`src/rtl/tv80_pkg.sv`:
```
// tv80_pkg: shared types and constants for the 16-bit ALU sequencer.
package tv80_pkg;
    typedef enum logic [1:0] {
        OP_ADD16 = 2'b00,
        OP_ADC16 = 2'b01,
        OP_SBC16 = 2'b10,
        OP_INC16 = 2'b11
    } alu16_op_t;
    typedef enum logic [1:0] {S_IDLE, S_LO, S_HI, S_DONE} state_t;
    localparam logic [3:0] ALU_ADD = 4'b0000;
    localparam logic [3:0] ALU_ADC = 4'b0001;
    localparam logic [3:0] ALU_SUB = 4'b0010;
    localparam logic [3:0] ALU_SBC = 4'b0011;
    localparam int FLAG_C = 0;
    localparam int FLAG_N = 1;
    localparam int FLAG_P = 2;
    localparam int FLAG_H = 4;
    localparam int FLAG_Z = 6;
    localparam int FLAG_S = 7;
endpackage

```
`src/rtl/tv80_alu16_seq.sv`:
```
// tv80_alu16_seq: two-pass ADD16/ADC16/SBC16 over the shared 8-bit TV80 ALU.
// Defining TV80_ALU16_INC_EN enables op 11 as INC16.
module tv80_alu16_seq
    import tv80_pkg::*;
#(
    parameter int Flag_C = FLAG_C,
    parameter int Flag_N = FLAG_N,
    parameter int Flag_P = FLAG_P,
    parameter int Flag_H = FLAG_H,
    parameter int Flag_Z = FLAG_Z,
    parameter int Flag_S = FLAG_S
) (
    input  logic        clk,
    input  logic        reset,
    input  logic        start,
    input  logic [1:0]  op,
    input  logic [15:0] a_in,
    input  logic [15:0] b_in,
    input  logic [7:0]  f_in,
    output logic        busy,
    output logic        done,
    output logic [15:0] q,
    output logic [7:0]  f_out,
    output logic        alu_req,
    input  logic        alu_gnt,
    output logic [3:0]  alu_op,
    output logic        alu_arith16,
    output logic        alu_z16,
    output logic [7:0]  alu_busa,
    output logic [7:0]  alu_busb,
    output logic [7:0]  alu_fin,
    input  logic [7:0]  alu_q,
    input  logic [7:0]  alu_fout
);
    state_t      state, state_nx;
    alu16_op_t   op_r;
    logic [15:0] a_r, b_r;
    logic [7:0]  f_r, fl, lo_q, f_res;
    logic        accept, hi, pass;

`ifdef TV80_ALU16_INC_EN
    assign accept = start;
`else
    assign accept = start && op != OP_INC16;
`endif
    assign hi   = state == S_HI;
    assign pass = state == S_LO || hi;
    assign busy = state != S_IDLE;
    assign done = state == S_DONE;

    always_comb begin
        state_nx = state;
        case (state)
            S_IDLE:  state_nx = accept ? S_LO : S_IDLE;
            S_LO:    state_nx = alu_gnt ? S_HI : S_LO;
            S_HI:    state_nx = alu_gnt ? S_DONE : S_HI;
            default: state_nx = S_IDLE;
        endcase
    end

    // Low pass starts from the caller's flags; high pass chains carry and Z through fl.
    always_comb begin
        alu_req     = pass;
        alu_op      = '0;
        alu_arith16 = 1'b0;
        alu_z16     = 1'b0;
        alu_busa    = '0;
        alu_busb    = '0;
        alu_fin     = '0;
        if (pass) begin
            alu_op      = op_r == OP_SBC16 ? ALU_SBC : (op_r == OP_ADC16 || hi) ? ALU_ADC : ALU_ADD;
            alu_arith16 = op_r == OP_ADD16;
            alu_z16     = hi && (op_r == OP_ADC16 || op_r == OP_SBC16);
            alu_busa    = hi ? a_r[15:8] : a_r[7:0];
            alu_busb    = op_r == OP_INC16 ? {7'd0, ~hi} : hi ? b_r[15:8] : b_r[7:0];
            alu_fin     = hi ? fl : f_r;
        end
    end

    always_comb begin
        f_res         = alu_fout;
        f_res[Flag_S] = op_r == OP_ADD16 ? f_r[Flag_S] : alu_fout[Flag_S];
        f_res[Flag_Z] = op_r == OP_ADD16 ? f_r[Flag_Z] : ~|{alu_q, lo_q};
        f_res[Flag_P] = op_r == OP_ADD16 ? f_r[Flag_P] : alu_fout[Flag_P];
        f_res[Flag_H] = alu_fout[Flag_H];
        f_res[Flag_N] = op_r == OP_SBC16;
        f_res[Flag_C] = alu_fout[Flag_C];
`ifdef TV80_ALU16_INC_EN
        if (op_r == OP_INC16) f_res = f_r;
`endif
    end

    always_ff @(posedge clk) begin
        if (reset) begin
            state <= S_IDLE;
            op_r  <= OP_ADD16;
            a_r   <= '0;
            b_r   <= '0;
            f_r   <= '0;
            fl    <= '0;
            lo_q  <= '0;
            q     <= '0;
            f_out <= '0;
        end else begin
            state <= state_nx;
            if (state == S_IDLE && accept) begin
                op_r <= alu16_op_t'(op);
                a_r  <= a_in;
                b_r  <= b_in;
                f_r  <= f_in;
            end
            if (state == S_LO && alu_gnt) begin
                lo_q <= alu_q;
                fl   <= alu_fout;
            end
            if (hi && alu_gnt) begin
                q     <= {alu_q, lo_q};
                f_out <= f_res;
            end
        end
    end
endmodule

```
`config.mk`:
```
export PLATFORM = sky130hd
export DESIGN_NAME = tv80_alu16_seq
export DESIGN_NICKNAME = d
export VERILOG_FILES = /design/src/rtl/tv80_pkg.sv /design/src/rtl/tv80_alu16_seq.sv
export SDC_FILE = /design/constraint.sdc
export NUM_CORES = 1
export LEC_CHECK = 0
export CORE_ASPECT_RATIO = 0.75
export CORE_MARGIN = 2
export CORE_UTILIZATION = 45
export DETAILED_ROUTE_END_ITERATION = 7
export GPL_TIMING_DRIVEN = 0
export MAX_ROUTING_LAYER = met4
export PLACE_DENSITY = 0.89
export SKIP_LAST_GASP = 1
export SLEW_MARGIN = 5
export SYNTH_ARGS = -nofsm -noshare
export SYNTH_HDL_FRONTEND = slang
export SYNTH_SLANG_ARGS = --single-unit
```
`constraint.sdc`:
```
create_clock -name clk -period 2.2 [get_ports clk]
set_clock_uncertainty 0.2 [all_clocks]
set_input_delay 0.44 -clock clk [delete_from_list [all_inputs] [get_ports clk]]
set_output_delay 0.44 -clock clk [all_outputs]
set_load 0.02 [all_outputs]
```
Word-level counts from Yosys, hierarchy flattened
Index checks and enable logic that the tools add are counted.
W data, S select, Z words.
Storage, ports and cells
  flip-flop bits (word level): 84
  output and inout port bits: 57
  word-level logic and storage cells: 49
Cells by class
  eq/ne operators: 7
  mux-type cells: 19
  bitwise gates (word level): 1
  reductions and logical operators: 13
Operators by type and width (count)
  $mux W8: 7
  $reduce_or A16 Y1: 1
  $eq A2 B2 Y1 const B: 4
  $mux W1: 8
  $mux W2: 3
  $pmux W2 S3: 1
  $logic_and A1 B1 Y1: 5
  $eq A2 B1 Y1 const B: 2
  $logic_not A2 Y1: 2
  $logic_or A1 B1 Y1: 3
  $ne A2 B2 Y1 const B: 1
  $reduce_bool A2 Y1: 1
  $logic_not A1 Y1: 1
  $not A1 Y1: 1

Logic depth before layout (Yosys ltp)
Gate-level depths: netlist of run 1.
  depth in word-level cells: 5
  mapped depth: 7
  gate-level depth less buffers: 6

Worst setup path after synthesis of run 1
Ideal clock, no wire load.
  path kind: reg2out
  start point: register state[0]
  end point: output port alu_busa[0]
  arrival time: 1.483 ns
  setup slack: 0.077 ns
  cell stages (with the launch flop): 7
  path buffers: 2
  cell sequence: dfxtp_1 > inv_1 > ha_1 > buf_2 > buf_2 > mux2i_1 > nor2b_1
Between the ends
  cells in the longest elaborated chain, start to end: 3
  elaborated cells between the ends (all ways): 5
RTL lines
  from (decl): RTL line tv80_alu16_seq.sv:35  | state_t state, state_nx;
  from (signal assigned): RTL line tv80_alu16_seq.sv:105  | state <= state_nx;
  $eq A2 B2 Y1 or $eq A2 B1 Y1 (tied branches): RTL line tv80_alu16_seq.sv:46, tv80_alu16_seq.sv:47
  $mux W8 or $logic_or A1 B1 Y1 (tied branches): RTL line tv80_alu16_seq.sv:74, tv80_alu16_seq.sv:47
  $mux W8 *: RTL line tv80_alu16_seq.sv:70  | if (pass) begin
  to (decl): RTL line tv80_alu16_seq.sv:29  | output logic [7:0] alu_busa,
Mark *: on every way between the ends. The rest lies on a longest branch, timed or not.

Worst setup path in the final report of run 1
Ends and elaborated chain as after synthesis.

==> impl.org, run 1 <==
** Route
- Once detail routing completed, the nets flagged for antenna violations numbered 0.
- Per-cell via count in the routed design :: ~5.3
- For this block, the via count after detailed routing is around 3700.
- Detail-routed net length per standard cell :: about 16 µm
- TritonRoute pass-1 iters :: 6
- For this block, the routed nets add up to 11310 µm of wire.
- In the routed design, unresolved DRC markers number 0.
- Number of design-rule violations left by the first detailed-router iteration :: 317

** CTS
- The clock net in this run drives a total of 84 sinks.
- After clock tree synthesis, the clock-pin slew on the worst setup and hold paths is around 0.08 ns.
- CTS tree :: yes
- Hold repair after CTS inserted 0 buffers.
- Master cell of the clock root buffer :: clkbuf_8
- TritonCTS created 9 clock buffers.
- The later pin in the worst-skew pair is clocked with a latency of 0.35 ns.
- Number of H-tree branching levels :: 3
- Max Buffers Root-to-Sink :: 2

** Yosys
- FFs w/ async S/R, synth :: 0%
- After synthesis, flip-flops and latches occupy around 48% of the total area.
- After synthesis, the cell types taking the most area are dfxtp_1, nand2_1, a21oi_1.
- In this run the biggest area consumer among cell types represents a little under half of the synthesized area.
- Each instance of the synthesized netlist takes up on average 7.818 µm².
- The synthesized netlist contains 26 unique library cells.
- In the synthesized netlist the dominant register cell turns out to be dfxtp_1.
- Synthesized cell area :: 3526 µm²
- During synthesis, Yosys emitted a total of 0 warnings.
- Summed over all instances, the cell type with the most area after synthesis is dfxtp_1.
- The cell count after synthesis came out at between 400 and 500.
- Number of enable-type register cells in the synthesized netlist :: 0
- #FFs+latches synth :: 84

** Critical path
- Critical path's slowest cell :: dfxtp_2
- In this run the worst path has a maximum fanout of 8.
- At the worst endpoint, the arrival time is ~1.7 ns.
- Highest cell delay on the worst timing path :: between 0.3 and 0.4 ns
- The worst setup path is captured at a primary output.
- Setup Crit Path Kind :: flip-flop to primary output
- Launch instance of the worst register-to-register path :: state[0]
- Start point of the critical path :: state[0]
- Kind of launch point of the worst setup path :: flip-flop
- Worst-path cell chain :: inv_4 -> ha_4 -> buf_12 -> mux2i_2 -> nor2b_2 -> buf_6
- Required time at the worst-slack endpoint :: between 1.5 and 2 ns
- The critical path contains buffers and inverters numbering 3 combined.
- Top cell family by delay on the critical path :: buffers and inverters

** Finish
- Most common cell after layout, fill and taps aside :: nand2_1
- Count of antenna diodes in the layout :: 0
- Area grow syn2layout :: 48.62%
- NumNets Final :: ~660
- Share of layout cells above drive strength 1 :: between 10% and 20%
- The library cells used most frequently in the layout, excluding fill and tap cells, are nand2_1, clkdlybuf4s50_1, a21oi_1, dfxtp_1, mux2i_1.

** Floorplanning
- The region available for standard cell placement spans 7466 µm².
- The floorplan has 27 rows.
- Measured along the y axis, the die boundary spans 80.66 µm.
- During I/O placement, the number of pins put on the boundary was around 120.
- Starting density of the core :: between 40% and 50%
- Area of the die :: around 8600 µm²
- Die Span X :: between 100 and 150 µm

** Power
- For this design the ratio of total power to cell area is 678.7 nW/µm².
- The design draws 3.557 mW.
- Internal power :: between 2 and 3 mW
- Per report_power, the sequential group accounts for ~46% of the total.
- VDD sags by at most 0.3728 mV.
- In this run, the combinational gates consume 18.4% of the power.
- Leakage power summed over all cells :: 1.925 nW
- For this design the total switching power over the nets is 945.7 µW.
- Of the total power, the clock network draws 35.4%.
- In this run switching power makes up between 20% and 30% of total power.

** Placed design
- Worst setup timing slack at the placement stage :: -0.6527 ns
- The congestion estimate from routability-driven global placement came to about 0.87.
- During placement, the flow inserted port buffers numbering 115.
- Post-DP HPWL :: 7909 µm

** Global route
- Number of global-route vias before repair :: roughly 3700
- Global-route wire length before repair :: 17680 µm
- Largest net degree at the start of global routing :: 15
- Antenna violations before repair :: 0
- In the global route stage, overall resource usage came out at between 20% and 30%.
- Grt ovf :: 0

** Flow run
- Max capacitance violation total :: 0

** STA
- Worst slew margin :: 62.69%
- Pins over their slew limit :: 0
- Once routing completed, OpenROAD measured the worst setup slack at -0.1001 ns.
- Final setup violating endpoints :: 25
- Post-layout minimum cycle time :: about 2.3 ns
- The number of endpoints with negative hold slack in the final report is 0.
- Worst Tran Pin Value :: 0.5596 ns
- Unrepaired setup endpoints after global routing :: yes
- Setup total negative slack on the finished layout was measured at -1.341 ns.
- Static timing analysis puts the maximum clock frequency at roughly 0.43 GHz.
- Final worst path period share :: 104.5%
- Post-Route Hold Slack :: ~0.26 ns

** Outcome
- The run finished, with violations left.
- The checks that failed: negative setup slack.

** Min path
- In this run the most critical hold path is launched from b_r[1].
- In this run the worst hold path is classified as flip-flop to flip-flop.
==> path summary, 6_finish.rpt <==
path                               endpoint  slack (ns)  cells past startpoint
worst max register to register      lo_q[5]        0.12                      8
worst min register to register       b_r[1]        0.26                      2
worst min-delay path                 b_r[1]        0.26                      2
worst max-delay path            alu_busa[0]       -0.10                      6
==> synthesized netlist by cell type (2+ instances only) <==
library cell,instances
a211oi_1,2
a21oi_1,81
and2_1,5
and3_1,2
buf_1,2
buf_2,8
buf_4,2
clkbuf_1,21
dfxtp_1,84
ha_1,9
inv_1,5
mux2i_1,25
nand2_1,162
nand2b_1,2
nor2_1,14
nor2b_1,16
nor4_1,2
==> state kept, by name, summed over array words and instances, names as in the netlist <==
| register | count |
|---|---|
| q | 16 |
| lo_q | 8 |
| fl | 8 |
| op_r | 2 |
| f_out | 8 |
| state | 2 |
| f_r | 8 |
| b_r | 16 |
| a_r | 16 |
==> cells by family after synthesis <==
| logic type | Yosys count | synth area share (%) |
|---|---|---|
| AND/OR/NAND/NOR | 207 | 24.41 |
| adder cells (fa/ha/maj) | 9 | 3.194 |
| flip-flops | 84 | 47.69 |
| other | 1 | 0.1064 |
| buffers and inverters | 38 | 4.542 |
| AO/OA/AOI/OAI | 87 | 12.95 |
| multiplexers | 25 | 7.097 |
==> metal layers <==
layer / global-route usage [%] / share of wire (%)
met2: 44.68 / 49
met5: - / 0
met4: 10.13 / 2.1
met1: 32.62 / 41
met3: 6.575 / 8.1
==> worst min-delay path, stage by stage (launching register included) <==
cell and delay, ns:
dfxtp_1 0.31, nand2_1 0.05, a21oi_1 0.05
==> what timing repair did <==
action,CTS,global route
resized for setup,166,26
pin swaps,0,5
setup buffers,5,1
gates cloned,1,1
endpoints found under the setup margin,31,31
==> stage by stage <==
step | util, % | cell area (µm²) | std cells
CTS | 68.80 | 5136 | 690
global placement | 64.39 | 4807 | 668
floorplan | - | 3530 | 452
finish | 70.19 | 5240 | 691
global route | 70.19 | 5240 | 691
detailed placement | 64.39 | 4807 | 668
==> power groups by stage <==
| stage | clock network, mW | logic, mW | registers [mW] |
|---|---|---|---|
| 2_1_floorplan | 0 | 0.301 | 1.67 |
| 3_3_place_gp | 0 | 0.558 | 1.67 |
| 3_5_place_dp | 0 | 0.572 | 1.67 |
| 4_1_cts | 1.26 | 0.616 | 1.64 |
| 5_1_grt | 1.33 | 0.701 | 1.65 |
| 6_report | 1.26 | 0.654 | 1.64 |
==> final cells by class <==
| type | count | area [µm²] |
|---|---|---|
| fillers | 561 | 2226 |
| multi-input cells | 330 | 1780 |
| flip-flops and latches | 84 | 1688 |
| repair buffers | 123 | 1201 |
| plain buffers | 32 | 188.9 |
| clock buffers | 11 | 151.4 |
| well taps | 101 | 126.4 |
| clock inverters | 5 | 82.58 |
| inverters | 5 | 21.27 |
(Power assumes the default switching activity.)
==> run 2: changes to the inputs <==
--- a/config.mk
+++ b/config.mk
@@ -13,7 +13,7 @@
 export MAX_ROUTING_LAYER = met4
 export PLACE_DENSITY = 0.89
 export SKIP_LAST_GASP = 1
-export SLEW_MARGIN = 5
+export SLEW_MARGIN = 20
 export SYNTH_ARGS = -nofsm -noshare
 export SYNTH_HDL_FRONTEND = slang
 export SYNTH_SLANG_ARGS = --single-unit
==> results of run 2 <==
Final layout, timing and power as in run 1 (identical DEF).
==> run 3: changes to the inputs <==
--- a/config.mk
+++ b/config.mk
@@ -9,11 +9,11 @@
 export CORE_MARGIN = 2
 export CORE_UTILIZATION = 45
 export DETAILED_ROUTE_END_ITERATION = 7
+export GPL_ROUTABILITY_DRIVEN = 1
 export GPL_TIMING_DRIVEN = 0
 export MAX_ROUTING_LAYER = met4
 export PLACE_DENSITY = 0.89
 export SKIP_LAST_GASP = 1
-export SLEW_MARGIN = 20
 export SYNTH_ARGS = -nofsm -noshare
 export SYNTH_HDL_FRONTEND = slang
 export SYNTH_SLANG_ARGS = --single-unit
==> results of run 3 <==
Final layout, timing and power as in run 1 (identical DEF).
